===== config.mk =====
export PLATFORM = sky130hd
export DESIGN_NAME = exec_sequencer
export DESIGN_NICKNAME = d
export VERILOG_FILES = /design/src/rtl/seq_pkg.sv /design/src/rtl/exec_sequencer_sat_counter.sv /design/src/rtl/exec_sequencer.sv
export SDC_FILE = /design/constraint.sdc
export NUM_CORES = 1
export LEC_CHECK = 0
export ABC_AREA = 1
export ABC_CLOCK_PERIOD_IN_PS = 2600
export BUFFER_PORTS_ARGS = -buffer_cell sky130_fd_sc_hd__buf_2
export CORE_ASPECT_RATIO = 1.75
export CORE_MARGIN = 10
export CORE_UTILIZATION = 51
export DETAILED_ROUTE_END_ITERATION = 16
export HOLD_SLACK_MARGIN = 0.1
export PLACE_DENSITY = 0.75
export SLEW_MARGIN = 20
export SYNTH_ARGS = -nofsm -noshare
export SYNTH_HDL_FRONTEND = slang
export SYNTH_HIERARCHICAL = 1
export SYNTH_SLANG_ARGS = --single-unit

===== constraint.sdc =====
create_clock -name clk -period 2.6 [get_ports clk]
set_input_delay 0.13 -clock clk [delete_from_list [all_inputs] [get_ports clk]]
set_output_delay 0.13 -clock clk [all_outputs]
set_load 0.05 [all_outputs]

===== src/rtl/seq_pkg.sv =====
// Shared encodings for the exec_sequencer slice: FSM state codes, host
// command opcodes and halt-cause codes.
package seq_pkg;

  // FSM state codes (also driven out on state_o)
  localparam logic [1:0] ST_IDLE = 2'b00;
  localparam logic [1:0] ST_RUN  = 2'b01;
  localparam logic [1:0] ST_STEP = 2'b10;
  localparam logic [1:0] ST_HALT = 2'b11;

  // Host command opcodes on cmd_op
  localparam logic [1:0] OP_NOP  = 2'b00;
  localparam logic [1:0] OP_RUN  = 2'b01;
  localparam logic [1:0] OP_STEP = 2'b10;
  localparam logic [1:0] OP_HALT = 2'b11;

  // Reason the core last entered HALT
  localparam logic [1:0] CAUSE_NONE = 2'b00;
  localparam logic [1:0] CAUSE_CMD  = 2'b01;
  localparam logic [1:0] CAUSE_BP   = 2'b10;
  localparam logic [1:0] CAUSE_LOOP = 2'b11;

endpackage


===== src/rtl/exec_sequencer_sat_counter.sv =====
// sat_counter: up-counter with enable and asynchronous clear that sticks at
// its all-ones value instead of wrapping.
module sat_counter #(
  parameter int WIDTH = 16
) (
  input  logic             clk,
  input  logic             clr,
  input  logic             en,
  output logic [WIDTH-1:0] count
);

  logic [WIDTH-1:0] count_q, count_d;

  // Next count: increment when enabled unless already saturated
  always_comb begin
    // NOTE: the default assignment first means every path writes count_d, so no latch is inferred.
    count_d = count_q;
    if (en && (count_q != '1)) begin
      count_d = count_q + WIDTH'(1);
    end
  end

  // Count register, cleared asynchronously
  always_ff @(posedge clk or posedge clr) begin
    // NOTE: non-blocking assignment keeps every flop sampling pre-edge values, independent of block order.
    if (clr) begin
      count_q <= '0;
    end else begin
      count_q <= count_d;
    end
  end

  assign count = count_q;

endmodule


===== src/rtl/exec_sequencer.sv =====
// exec_sequencer: run/step/halt controller for the 4-bit core. Gates every
// PC/register update through exec_en, halts on host command, PC breakpoint or
// a jump-to-self, and counts executed instructions.
// Optional feature macro: BREAKPOINT_EN (breakpoint register, skip flag, bp_hit).
module exec_sequencer
  import seq_pkg::*;
#(
  parameter int BIT_WIDTH  = 4,
  parameter int INST_WIDTH = BIT_WIDTH + 4,
  parameter int CYC_WIDTH  = 16
) (
  input  logic                  clk,
  input  logic                  rst,
  input  logic                  cmd_valid,
  output logic                  cmd_ready,
  input  logic [1:0]            cmd_op,
  input  logic [BIT_WIDTH-1:0]  pc,
  input  logic [INST_WIDTH-1:0] inst,
  input  logic                  bp_wr,
  input  logic [BIT_WIDTH-1:0]  bp_addr_in,
  input  logic                  bp_arm_in,
  output logic                  exec_en,
  output logic [1:0]            state_o,
  output logic [1:0]            halt_cause,
  output logic                  step_done,
  output logic [CYC_WIDTH-1:0]  cyc_count
);

  logic [1:0] state_q, state_d;
  logic [1:0] cause_q, cause_d;
  logic       step_done_q, step_done_d;
  logic       exec_en_c;
  logic       cmd_acc;
  logic       hlt_cmd;
  logic       bp_hit;
  logic       self_loop;
  logic       unused_inst_bits;

  assign cmd_ready = (state_q != ST_STEP);
  assign cmd_acc   = cmd_valid & cmd_ready;
  assign hlt_cmd   = cmd_acc & (cmd_op == OP_HALT);

  // A jump (MSB set) whose target equals the current PC would spin forever
  assign self_loop = inst[INST_WIDTH-1] &
                     ({1'b0, inst[INST_WIDTH-6:0]} == pc);
  assign unused_inst_bits = ^inst[INST_WIDTH-2:INST_WIDTH-5];

`ifdef BREAKPOINT_EN
  logic [BIT_WIDTH-1:0] bp_addr_q, bp_addr_d;
  logic                 bp_arm_q, bp_arm_d;
  logic                 skip_q, skip_d;

  // Breakpoint load and skip-on-resume control
  always_comb begin
    bp_addr_d = bp_addr_q;
    bp_arm_d  = bp_arm_q;
    skip_d    = skip_q;
    if (bp_wr) begin
      bp_addr_d = bp_addr_in;
      bp_arm_d  = bp_arm_in;
    end
    // Resuming from HALT must execute the instruction that stopped us
    if ((state_q == ST_HALT) && cmd_acc && (cmd_op == OP_RUN)) begin
      skip_d = 1'b1;
    end else if (state_q == ST_RUN) begin
      skip_d = 1'b0;
    end
  end

  // Breakpoint registers
  always_ff @(posedge clk or posedge rst) begin
    // NOTE: only control flops exist here and all of them get a reset value; nothing is left uninitialised.
    if (rst) begin
      bp_addr_q <= '0;
      bp_arm_q  <= 1'b0;
      skip_q    <= 1'b0;
    end else begin
      bp_addr_q <= bp_addr_d;
      bp_arm_q  <= bp_arm_d;
      skip_q    <= skip_d;
    end
  end

  // Compare uses the registered value, so a same-cycle bp_wr does not affect it
  assign bp_hit = bp_arm_q & (pc == bp_addr_q) & ~skip_q;
`else
  logic unused_bp_ports;
  assign unused_bp_ports = ^{bp_wr, bp_addr_in, bp_arm_in};
  assign bp_hit = 1'b0;
`endif

  // FSM next-state, halt cause and execute enable
  always_comb begin
    state_d     = state_q;
    cause_d     = cause_q;
    exec_en_c   = 1'b0;
    step_done_d = (state_q == ST_STEP);
    case (state_q)
      ST_IDLE: begin
        if (cmd_acc) begin
          case (cmd_op)
            OP_RUN:  state_d = ST_RUN;
            OP_STEP: state_d = ST_STEP;
            OP_HALT: begin
              state_d = ST_HALT;
              cause_d = CAUSE_CMD;
            end
            default: state_d = ST_IDLE;
          endcase
        end
      end
      ST_RUN: begin
        exec_en_c = ~(hlt_cmd | bp_hit | self_loop);
        if (hlt_cmd) begin
          state_d = ST_HALT;
          cause_d = CAUSE_CMD;
        end else if (bp_hit) begin
          state_d = ST_HALT;
          cause_d = CAUSE_BP;
        end else if (self_loop) begin
          state_d = ST_HALT;
          cause_d = CAUSE_LOOP;
        end
      end
      ST_STEP: begin
        // Single instruction regardless of breakpoint or self-loop
        exec_en_c = 1'b1;
        state_d   = ST_HALT;
        cause_d   = CAUSE_NONE;
      end
      default: begin // ST_HALT
        if (cmd_acc && (cmd_op == OP_RUN)) begin
          state_d = ST_RUN;
          cause_d = CAUSE_NONE;
        end else if (cmd_acc && (cmd_op == OP_STEP)) begin
          state_d = ST_STEP;
          cause_d = CAUSE_NONE;
        end
      end
    endcase
  end

  // FSM and registered status outputs
  always_ff @(posedge clk or posedge rst) begin
    if (rst) begin
      state_q     <= ST_IDLE;
      cause_q     <= CAUSE_NONE;
      step_done_q <= 1'b0;
    end else begin
      state_q     <= state_d;
      cause_q     <= cause_d;
      step_done_q <= step_done_d;
    end
  end

  sat_counter #(
    .WIDTH (CYC_WIDTH)
  ) u_cyc_counter (
    .clk   (clk),
    .clr   (rst),
    .en    (exec_en_c),
    .count (cyc_count)
  );

  assign exec_en    = exec_en_c;
  assign state_o    = state_q;
  assign halt_cause = cause_q;
  assign step_done  = step_done_q;

endmodule


==> out/qor.yml <==
clkTransAtPathRegs_ps: 80
dr.pass1.iters: 5
cts_tree: "done"
root_buffer: "clkbuf_8"
clkPwrFrac_pct: 12.0
cts_num_sinks: 21
critPathTopFamily: "simple AND/OR/NAND/NOR gates"
fillers: 311
hold_viol_final: 0
grt_pass1_wl_mm: 6.29
status: "finished clean"
grt_max_degree: 17
ys_top_cells_by_area: "dfrtp_1 (34%), nand2_1 (20%), inv_1 (7.1%), nor2_1 (4.9%), ha_1 (4.1%)"
drc_errors: 0
path_max_fanout: 16
grt-ovfl-total: 0
numCtsBuffers: 3
hold_path_class: "in -> async"
swShare_pct: 55.8
maxSlewHeadroom_pct: 56.4
yosys.area.top_type: "dfrtp_1"
via_per_inst: 5.17
antenna_found_initial: 0
skew_ps: 3.08
cts_setup_buffers: 0
rsz0062_at_grt: "no"
finalSetupViolations: 0
critPathKind: "reg -> reg"
max_freq_ghz: 0.436
syn_nets: 253
tightest_slew_ps: 653
dieHeight_um: 92.7
port_buffers: 35
min_period_ps: 2290
power_frac_comb_pct: 61.4
wire_per_inst_um: 12.9
die_w_um: 61.5
tns_ps: 0
grt.total_usage_pct: 13.9
gp_congestion: 0.845
p_int_uw: 784
startpoint_type: "flip-flop"
finalCritPeriodShare_pct: 88.2
cts.path.max_buffers: 2
synth-seq-area-share_pct: 34.1
slowest_delay_ps: 440
mostFrequentLayoutCells: "nand2_1 (82), buf_2 (35), inv_1 (29)"
netlist.area_leader.share_pct: 34.1
end_kind: "flip-flop"
area_growth_pct: 17.0
crit_slowest_cell: "nor2_4"
cp.required_ps: 2790
die_area_mm2: 0.00570
postSynthAreaPerCell_um2: 6.85
path_common_cell: "nor2_2"
synth_area_mm2: 0.00154
coreArea_mm2: 0.00293
vias: 1511
nets: 293
crit_chain: "inv_1, ha_1, nor2_2, inv_2, nor2_2, nor2_2, nand2_4, a21oi_4, inv_1, nor2_4, nand2_1, o21ai_2"
ys_warn_count: 6
ys_ff_latch: 21
p_per_area_mw_per_mm2: 984
seqPwrFrac_pct: 26.6
holdWs_ps: 331
p_total_uw: 1770
drt_iter0_drc: 43
crit_arrival_ps: 2480
p_switching_uw: 988
drv_cap: 0
htreeDepth: 1
cp.buffers_inverters: 3
drive_gt1_share_pct: 27.3
r2r_slack_ps: 310
synth.distinct_cells: 22
initial_utilization_pct: 52.6
io_pins: 46
final_common_cell: "nand2_1"
finalMaxSlewViolations: 0
antenna_left: 0
finalWirelength_mm: 3.76
num_antenna_cells: 0
vdd_drop_max_v: 0.000787
dpl.hpwl_mm: 3.03
num_rows: 26
grt_pass1_vias: 1499
clk_latency_ps: 260
p_leak_uw: 0.000928
synth_cells: 225
## through the flow
| step | worst slack, ps | util, % | instance area [um^2] | cells |
|---|---|---|---|---|
| after CTS | 316 | 61.5 | 1800 | 292 |
| after detailed placement | 337 | 59.7 | 1750 | 287 |
| after global placement | 403 | 59.7 | 1750 | 287 |
| after global routing | 131 | 61.5 | 1800 | 292 |
| final | 306 | 61.5 | 1800 | 292 |
| after floorplan | 96.5 | - | 1550 | 225 |
## synth_stat cells (all sizes together)
cell	number
a21oi	4
buf	1
clkinv	1
dfrtp	21
ha	5
inv	33
nand2	90
nand3	13
nand3b	2
nand4	7
nor2	32
o21ai	12
xnor2	2
xor2	2
## sequential cells by signal (all words and copies together), names as in the netlist
signal and flops:
u_cyc_counter/count 16, halt_cause 2, state_o 2, step_done 1
## cell type report
cell class,count,area [um^2],share of cell area (%)
clock buffers,4,45.0,2.50
well taps,28,35.0,1.94
repair buffers,36,185,10.3
multi-input cells,169,882,49.0
flip-flops and latches,21,526,29.2
inverters,34,129,7.15
## final timing paths
path | from | to | depth (start not counted)
setup / recovery | state_o[0] | u_cyc_counter/count[10] | 12
hold / removal | rst | state_o[0] | 3
setup reg to reg | state_o[0] | u_cyc_counter/count[10] | 12
hold reg to reg | halt_cause[1] | halt_cause[1] | 2
max in group asynchronous | rst | u_cyc_counter/count[2] | 3
min in group clk | cmd_op[1] | state_o[1] | 5
## kinds of logic (layout without fill, tap and decap cells)
logic type               count (synthesis)  after routing  share of synthesized area [%]
AO/OA/AOI/OAI                           16             16                           6.90
flip-flops                              21             21                           34.1
buffers and inverters                   35             74                           9.34
XOR/XNOR                                 4              4                           2.27
adder cells (fa/ha/maj)                  5              5                           4.06
AND/OR/NAND/NOR                        144            144                           43.3
## routing by layer
metal | GRT usage (%) | routed length, um
met5 | 0 | 0
met4 | 5.43 | 48
met3 | 3.83 | 232
met2 | 26.2 | 2060
met1 | 13.1 | 1420
## tightest hold or removal path: cells and delay by family
kind / cells / cell delay [ps]
buffers and inverters: 3 / 830
## repair_timing
action                                 CTS  global route
resized for setup                        0             0
endpoints found under the hold margin   21             0
hold buffers                             1             0
## power by group through the flow
stage	combinational (uW)	sequential (uW)	clock, uW
final	1090	471	212
after global routing	1190	481	233
after CTS	1100	472	218
after detailed placement	1100	477	0
after global placement	1080	478	0
after floorplan	668	689	0
No activity file was read; power rests on OpenSTA's default activity.
